**config.mk**
```make
export PLATFORM = sky130hd
export DESIGN_NAME = neuron_classifier_flat
export DESIGN_NICKNAME = d
export VERILOG_FILES = /design/src/rtl/neuron_classifier_if.sv /design/src/rtl/neuron_classifier.sv /design/src/flat_wrapper.sv
export SDC_FILE = /design/constraint.sdc
export NUM_CORES = 1
export LEC_CHECK = 0
export CORE_MARGIN = 1.5
export CORE_UTILIZATION = 60
export DETAILED_ROUTE_END_ITERATION = 10
export GPL_TIMING_DRIVEN = 0
export PLACE_DENSITY = 0.81
export REMOVE_ABC_BUFFERS = 1
export SLEW_MARGIN = 40
export SYNTH_ARGS = -nofsm -noshare
export SYNTH_HDL_FRONTEND = slang
export SYNTH_SLANG_ARGS = --single-unit
```
**constraint.sdc**
```tcl
create_clock -name clk -period 7.86 [get_ports clk]
set_clock_uncertainty 0.15 [all_clocks]
set_input_delay 1.965 -clock clk [delete_from_list [all_inputs] [get_ports clk]]
set_output_delay 1.965 -clock clk [all_outputs]
set_load 0.02 [all_outputs]
```
**src/rtl/neuron_classifier_if.sv**
```systemverilog
// Sample-in / result-out stream bundle for neuron_classifier.
// master = sample producer and result consumer; slave = the classifier.
interface neuron_classifier_if #(
    parameter int XW = 7,
    parameter int AW = 23
);
    logic          in_valid;
    logic          in_ready;
    logic [XW-1:0] x1_in;
    logic [XW-1:0] x2_in;
    logic [1:0]    t_in;
    logic          out_valid;
    logic          out_ready;
    logic [AW-1:0] y_out;
    logic [1:0]    class_out;

    modport master (
        output in_valid, x1_in, x2_in, t_in, out_ready,
        input  in_ready, out_valid, y_out, class_out
    );
    modport slave (
        input  in_valid, x1_in, x2_in, t_in, out_ready,
        output in_ready, out_valid, y_out, class_out
    );
endinterface

```
**src/rtl/neuron_classifier.sv**
```systemverilog
// Two-input perceptron inference: 2-stage multiply/accumulate pipeline over a batch of n samples.
// Optional NEURON_ERRCNT_EN carries the expected class and counts misclassifications on err_cnt.
module neuron_classifier #(
    parameter int XW = 7,
    parameter int WW = 14,
    parameter int NW = 20,
    parameter int AW = 23
) (
    input  logic          clk,
    input  logic          rst,
    input  logic          ld_w,
    input  logic [WW-1:0] w1_in,
    input  logic [WW-1:0] w2_in,
    input  logic [WW-1:0] b_in,
    input  logic          start,
    input  logic [NW-1:0] n_in,
    neuron_classifier_if.slave s,
    output logic          busy,
    output logic          done
`ifdef NEURON_ERRCNT_EN
    ,
    output logic [NW-1:0] err_cnt
`endif
);
    typedef enum logic [1:0] {IDLE, RUN, DONE} state_t;
    state_t state, nextState;

    logic signed [WW-1:0] w1, w2, b;
    logic [NW-1:0]        n, acceptCnt, emitCnt;
    logic [2:1]           vldPipe;
    logic signed [AW-1:0] p1, p2, y, sum;
    logic signed [AW-1:0] x1e, x2e, w1e, w2e, bExt;
    logic [1:0]           cls;
    logic adv, accept, emit, startOk, ldOk;

    assign startOk = start && (state != RUN);
    assign ldOk    = ld_w && (state != RUN);

    assign adv        = !vldPipe[2] || s.out_ready;
    assign s.in_ready = (state == RUN) && (acceptCnt < n) && (!vldPipe[1] || adv);
    assign accept     = s.in_valid && s.in_ready;
    assign emit       = vldPipe[2] && s.out_ready;

    assign x1e  = AW'($signed(s.x1_in));
    assign x2e  = AW'($signed(s.x2_in));
    assign w1e  = AW'(w1);
    assign w2e  = AW'(w2);
    assign bExt = AW'(b);
    assign sum  = p1 + p2 + bExt;

    assign s.out_valid = vldPipe[2];
    assign s.y_out     = y;
    assign s.class_out = cls;
    assign busy        = (state == RUN);
    assign done        = (state == DONE);

    always_ff @(posedge clk or posedge rst) begin
        if (rst) state <= IDLE;
        else     state <= nextState;
    end

    // DONE is entered together with the final handshake so done follows the last emit directly
    always_comb begin
        nextState = state;
        case (state)
            IDLE, DONE: if (start) nextState = (n_in == '0) ? DONE : RUN;
            RUN: if (emitCnt == n || (emit && (emitCnt + NW'(1)) == n)) nextState = DONE;
            default: nextState = IDLE;
        endcase
    end

    always_ff @(posedge clk or posedge rst) begin
        if (rst) begin
            w1 <= '0; w2 <= '0; b <= '0;
            n <= '0; acceptCnt <= '0; emitCnt <= '0;
            vldPipe <= '0;
            p1 <= '0; p2 <= '0; y <= '0; cls <= 2'b00;
        end else begin
            if (ldOk) begin
                w1 <= w1_in; w2 <= w2_in; b <= b_in;
            end
            if (startOk) begin
                n <= n_in; acceptCnt <= '0; emitCnt <= '0;
            end else begin
                if (accept) acceptCnt <= acceptCnt + NW'(1);
                if (emit)   emitCnt   <= emitCnt + NW'(1);
            end
            // stage 1 may fill while stalled if it was empty
            if (accept) begin
                p1 <= x1e * w1e;
                p2 <= x2e * w2e;
                vldPipe[1] <= 1'b1;
            end else if (adv) begin
                vldPipe[1] <= 1'b0;
            end
            if (adv) begin
                vldPipe[2] <= vldPipe[1];
                if (vldPipe[1]) begin
                    y   <= sum;
                    cls <= {sum[AW-1], 1'b1};
                end
            end
        end
    end

`ifdef NEURON_ERRCNT_EN
    logic [1:0] t1, t2;
    always_ff @(posedge clk or posedge rst) begin
        if (rst) begin
            t1 <= 2'b00; t2 <= 2'b00; err_cnt <= '0;
        end else begin
            if (accept) t1 <= s.t_in;
            if (adv && vldPipe[1]) t2 <= t1;
            if (startOk) err_cnt <= '0;
            else if (emit && cls != t2) err_cnt <= err_cnt + NW'(1);
        end
    end
`else
    logic unusedT;
    assign unusedT = ^s.t_in;
`endif
endmodule

```
**src/flat_wrapper.sv**
```systemverilog
// flat-port wrapper written by rule: the top's interface ports become plain ports
module neuron_classifier_flat 
#(
    parameter int XW = 7,
    parameter int WW = 14,
    parameter int NW = 20,
    parameter int AW = 23
)
  (clk, rst, ld_w, w1_in, w2_in, b_in, start, n_in, busy, done, s_in_valid, s_x1_in, s_x2_in, s_t_in, s_out_ready, s_in_ready, s_out_valid, s_y_out, s_class_out);
  neuron_classifier_if #(.XW(XW), .AW(AW)) s_i ();
  input  logic clk;
  input  logic rst;
  input  logic ld_w;
  input  logic [WW-1:0] w1_in;
  input  logic [WW-1:0] w2_in;
  input  logic [WW-1:0] b_in;
  input  logic start;
  input  logic [NW-1:0] n_in;
  output logic busy;
  output logic done;
  input wire logic [$bits(s_i.in_valid)-1:0] s_in_valid;
  input wire logic [$bits(s_i.x1_in)-1:0] s_x1_in;
  input wire logic [$bits(s_i.x2_in)-1:0] s_x2_in;
  input wire logic [$bits(s_i.t_in)-1:0] s_t_in;
  input wire logic [$bits(s_i.out_ready)-1:0] s_out_ready;
  output wire logic [$bits(s_i.in_ready)-1:0] s_in_ready;
  output wire logic [$bits(s_i.out_valid)-1:0] s_out_valid;
  output wire logic [$bits(s_i.y_out)-1:0] s_y_out;
  output wire logic [$bits(s_i.class_out)-1:0] s_class_out;
  assign s_i.in_valid = s_in_valid;
  assign s_i.x1_in = s_x1_in;
  assign s_i.x2_in = s_x2_in;
  assign s_i.t_in = s_t_in;
  assign s_i.out_ready = s_out_ready;
  assign s_in_ready = s_i.in_ready;
  assign s_out_valid = s_i.out_valid;
  assign s_y_out = s_i.y_out;
  assign s_class_out = s_i.class_out;
  neuron_classifier #(.XW(XW), .WW(WW), .NW(NW), .AW(AW)) u_core (.clk(clk), .rst(rst), .ld_w(ld_w), .w1_in(w1_in), .w2_in(w2_in), .b_in(b_in), .start(start), .n_in(n_in), .s(s_i), .busy(busy), .done(done));
endmodule
```
-- Yosys cells after proc, flatten, opt, wreduce, memory -nomap -nowiden
Index checks and enable logic that the tools add are counted.
- register bits after elaboration: 177
- input port bits: 84
- output and inout port bits: 29
- logic and storage cells: 57
- add/subtract/negate cells: 4
- multiply operators: 2
- order comparisons: 1
- eq/ne operators: 7
- mux-type cells: 10
- reductions and logical operators: 20
- operator list (cell ; count):
    $mux W20 ; 4
    $mul A7 B14 Y21 ; 2
    $add A20 B1 Y20 const B ; 2
    $eq A20 B20 Y1 ; 2
    $add A23 B14 Y23 ; 1
    $add A23 B23 Y23 ; 1
    $logic_not A20 Y1 ; 1
    $lt A20 B20 Y1 ; 1
    $logic_and A1 B1 Y1 ; 7
    $mux W2 ; 3
    $reduce_bool A2 Y1 ; 3
    $ne A2 B1 Y1 const B ; 2
    $pmux W2 S2 ; 1
    $reduce_and A2 Y1 ; 2
    $logic_or A1 B1 Y1 ; 3
    $eq A2 B1 Y1 const B ; 1
    $eq A2 B2 Y1 const B ; 1
    $logic_not A1 Y1 ; 2
    $logic_not A2 Y1 ; 1
    $mux W1 ; 2
    $ne A2 B2 Y1 const B ; 1
    $reduce_or A2 Y1 ; 1

-- Logic depth before layout (Yosys ltp)
- word-level depth: 7
- mapped depth: 19
- mapped depth without buffers: 18

-- Worst setup path after synthesis
No wires, ideal clock.
- path type: input-to-reg
- from: input s_x2_in[6]
- to: register u_core.p2[21]
- arrival: 6.519 ns
- data required time: 7.581 ns
- slack: 1.062 ns
- cell stages on the path: 18
- buffers on the path: 1
- cells stage by stage: inv_1 -> clkbuf_1 -> nor2_1 -> fa_1 -> fa_1 -> fa_1 -> inv_1 -> fa_1 -> inv_1 -> ha_1 -> a211oi_1 -> nor2_1 -> a211o_1 -> a2111oi_4 -> o31ai_1 -> o41ai_2 -> xnor2_1 -> o21ai_1
- word-level cells in the longest chain between the ends: 1
- ends and longest elaborated chain (element ; RTL line ; text):
    from (decl) ; flat_wrapper.sv:23 ; input wire logic [$bits(s_i.x2_in)-1:0] s_x2_in;
    $mul A7 B14 Y21 ; neuron_classifier.sv:91 ; p2 <= x2e * w2e;
    to (signal assigned) ; neuron_classifier.sv:91 ;
    to (decl) ; neuron_classifier.sv:31 ; logic signed [AW-1:0] p1, p2, y, sum;
Every way passes these cells.
A chain may end at the register's enable or synchronous reset.

-- Final worst setup path
- from: input s_x2_in[3]
- to: register u_core.p2[19]
Same word-level chain as after synthesis.

==> impl_metrics.tcl <==
set metrics [dict create \
    port_buffers 110 \
    cts.root.buffer_cell "clkbuf_16" \
    final.min_clock_period_ns 7.312 \
    viasPerCell 5.734 \
    gr-usage-all-layers_pct 26.98 \
    r2r_end "u_core.p2[19]" \
    drc 0 \
    hold_buffers 0 \
    ys_types 68 \
    hold_viol 0 \
    grt_pass1_wl_um 61200 \
    crit_chain "clkdlybuf4s50_1 -> and2_1 -> fa_1 -> inv_1 -> fa_1 -> inv_1 -> fa_1 -> inv_1 -> fa_1 -> inv_1 -> ha_1 -> o21ai_0 -> o21a_1 -> o41ai_1 -> a21oi_1 -> o21ai_0 -> o22ai_1 -> xor2_1 -> o21ai_0" \
    synth_top_area_cell "dfrtp_1" \
    crit_path_end_kind "flop" \
    avgSynthCellArea_um2 9.555 \
    synth_top_area_share_pct 26.33 \
    path_clk_slew_ns 0.08 \
    outcome "finished clean" \
    nets 2174 \
    drtAntennaViolNets 0 \
    wirelength_um 35910 \
    gp_congestion 0.9023 \
    final.setup.tns_ns 0 \
    worst-setup-path-type "in -> reg" \
    cts_tree "yes" \
    dieArea_um2 28250 \
    rows 60 \
    cts_sinks 172 \
    first_pass_iters 5 \
    die_h_um 168.1 \
    first_iter_violations 829 \
    min_path_cells 2 \
    post-cts-setup-buffers 0 \
    syn_area_um2 16350 \
    critPathMaxFanout 14 \
    critical_path.top_delay_family "adder cells" \
    ios 113 \
    slew_headroom_pct 50.61 \
    max_cap_viol_count 0 \
    r2r_slack_ns 2.45 \
    antenna_found_initial 0 \
    drive_gt1_share_pct 5.977 \
    num_vias 12320 \
    async_flop_share_pct 100.0 \
    synth_enable_flop_cells 0 \
    wl_per_cell_um 16.72 \
    r2r-start "u_core.w2[3]" \
    hold_path_class "reg -> reg" \
    cp.required_ns 8.06 \
    crit_path_start_kind "input pin" \
    yosys-top-cells-area "dfrtp_1 (26%), fa_1 (21%), ha_1 (9.6%)" \
    cp-startpoint "s_x2_in[3]" \
    netlist_top_cells_count "inv_1 (239), dfrtp_1 (172), fa_1 (170), and2_1 (153), nand2_1 (143)" \
    syn2layout_area_growth_pct 12.51 \
    min_from "u_core.s.y_out[2]" \
    cp_slowest_stage_delay_ns 0.71 \
    tightest_slew_ns 0.7408 \
    synthCells 1711 \
    setup_violations 0 \
    ys_seq_elements 172 \
    clkLatencyLatePin_ns 0.44 \
    die_w_um 168.1 \
    diodes 0 \
    core_um2 26880 \
    yosysWarningCount 0 \
    reg2reg_depth 18 \
    cts_buffer_depth 2 \
    start_util_pct 60.83 \
    finalCritPeriodShare_pct 93.02 \
    synthFlopType "dfrtp_1" \
    critPathSlowestCell "clkdlybuf4s50_1" \
    first_global_vias 12970 \
    slew_violations 0 \
    cp.arrival_ns 7.51 \
    ctsResizeCount 0 \
    grt-ovfl-total 0 \
    dp_hpwl_um 27880 \
    ys_seq_area_share_pct 26.33 \
    design_area_um2 18390 \
    critPathBufInv 5 \
    post_dp_cell_area_um2 17810 \
    grt_max_degree 65 \
    ctsHtreeMaxLevel 4 \
    numCtsBuffers 17 \
    max_freq_ghz 0.1368 \
    rsz0062_at_grt "false" \
    hold-path-endpoint "u_core.s.y_out[2]" \
    synth.most_common_cell "inv_1" \
]
==> per-stage QoR <==
| stage | utilization (%) | hold slack [ns] | instances | setup WS, ns |
|---|---|---|---|---|
| after global routing | 68.44 | 0.3682 | 2148 | 0.2884 |
| after floorplan | - | 0.2998 | 1660 | 1.085 |
| after CTS | 68.42 | 0.3383 | 2148 | 0.6083 |
| after detailed placement | 66.28 | 0.3215 | 2116 | 0.1715 |
| final | 68.44 | 0.3294 | 2148 | 0.5485 |
| after global placement | 65.72 | 0.2996 | 2111 | -1.265 |
==> state kept, by name, summed over array words and instances (netlist names) <==
name / count
u_core.s.y_out: 22
u_core.p1: 21
u_core.p2: 21
u_core.acceptCnt: 20
u_core.emitCnt: 20
u_core.n: 20
u_core.b: 14
u_core.w1: 14
u_core.w2: 14
u_core.s.class_out: 2
u_core.state: 2
u_core.vldPipe: 2
==> layout make-up <==
cell class | count | area [um2]
Tap cell | 341 | 426.7
Clock buffer | 17 | 425.4
Clock inverter | 15 | 148.9
Multi-Input combinational cell | 1249 | 10960
Sequential cell | 172 | 4304
Timing Repair Buffer | 115 | 1224
Fill cell | 2063 | 8483
Inverter | 239 | 904.6
==> cells in the final DEF (no fill, tap or decap), types with 5 or more instances in the layout <==
master           synthesis  routed
a211o_1                  5       5
a211oi_1                 7       7
a21o_1                  20      20
a21oi_1                 61      61
and2_1                 153     152
and3_1                  12      12
clkbuf_16                0      17
clkdlybuf4s50_1          0     110
dfrtp_1                172     172
fa_1                   170     170
ha_1                   126     126
inv_1                  239     238
inv_8                    0       6
mux2_2                  51      51
mux2i_1                  9       9
nand2_1                143     140
nand2b_1                16      16
nand3_1                 36      36
nand4_1                 14      14
nor2_1                  80      80
nor3_1                  16      16
nor4_1                  11      11
o21a_1                  14      14
o21ai_0                102     102
o21bai_1                 6       6
or3_1                   14      14
xnor2_1                 59      59
xor2_1                  55      55
==> tightest hold or removal path: stages, from the launching register on <==
cell and delay (ns):
dfrtp_1 0.35, nand2_1 0.04, o21ai_0 0.06
==> worst max-delay path by stage <==
stage | endpoint | slack (ns) | cells past startpoint
after floorplan | u_core.acceptCnt[0] | 1.08 | 1
after global placement | u_core.w1[13] | -1.27 | 2
after detailed placement | u_core.p2[19] | 0.17 | 19
after CTS | u_core.p2[19] | 0.61 | 19
after global routing | u_core.p2[19] | 0.29 | 18
final | u_core.p2[19] | 0.55 | 19
==> kinds of logic (layout without fill, tap and decap cells) <==
group	count (synthesis)	in the layout	synth area share, %
adder cells (fa/ha/maj)	296	296	30.46
flip-flops	172	172	26.33
AND/OR/NAND/NOR	525	525	16.65
buffers and inverters	290	386	6.789
AO/OA/AOI/OAI	254	254	9.605
multiplexers	60	60	4.064
XOR/XNOR	114	114	6.107
==> routing by layer <==
layer / up-vias / track usage (%) / wire length [um]
li1: 5745 / - / -
met3: 72 / 3.244 / 1306
met2: 289 / 48.50 / 18560
met1: 6210 / 33.72 / 15090
met5: - / 0 / 0
met4: 0 / 9.317 / 956
Power is not shown: default switching activity piles up to over one toggle a cycle in this logic, so the estimate is an artifact.
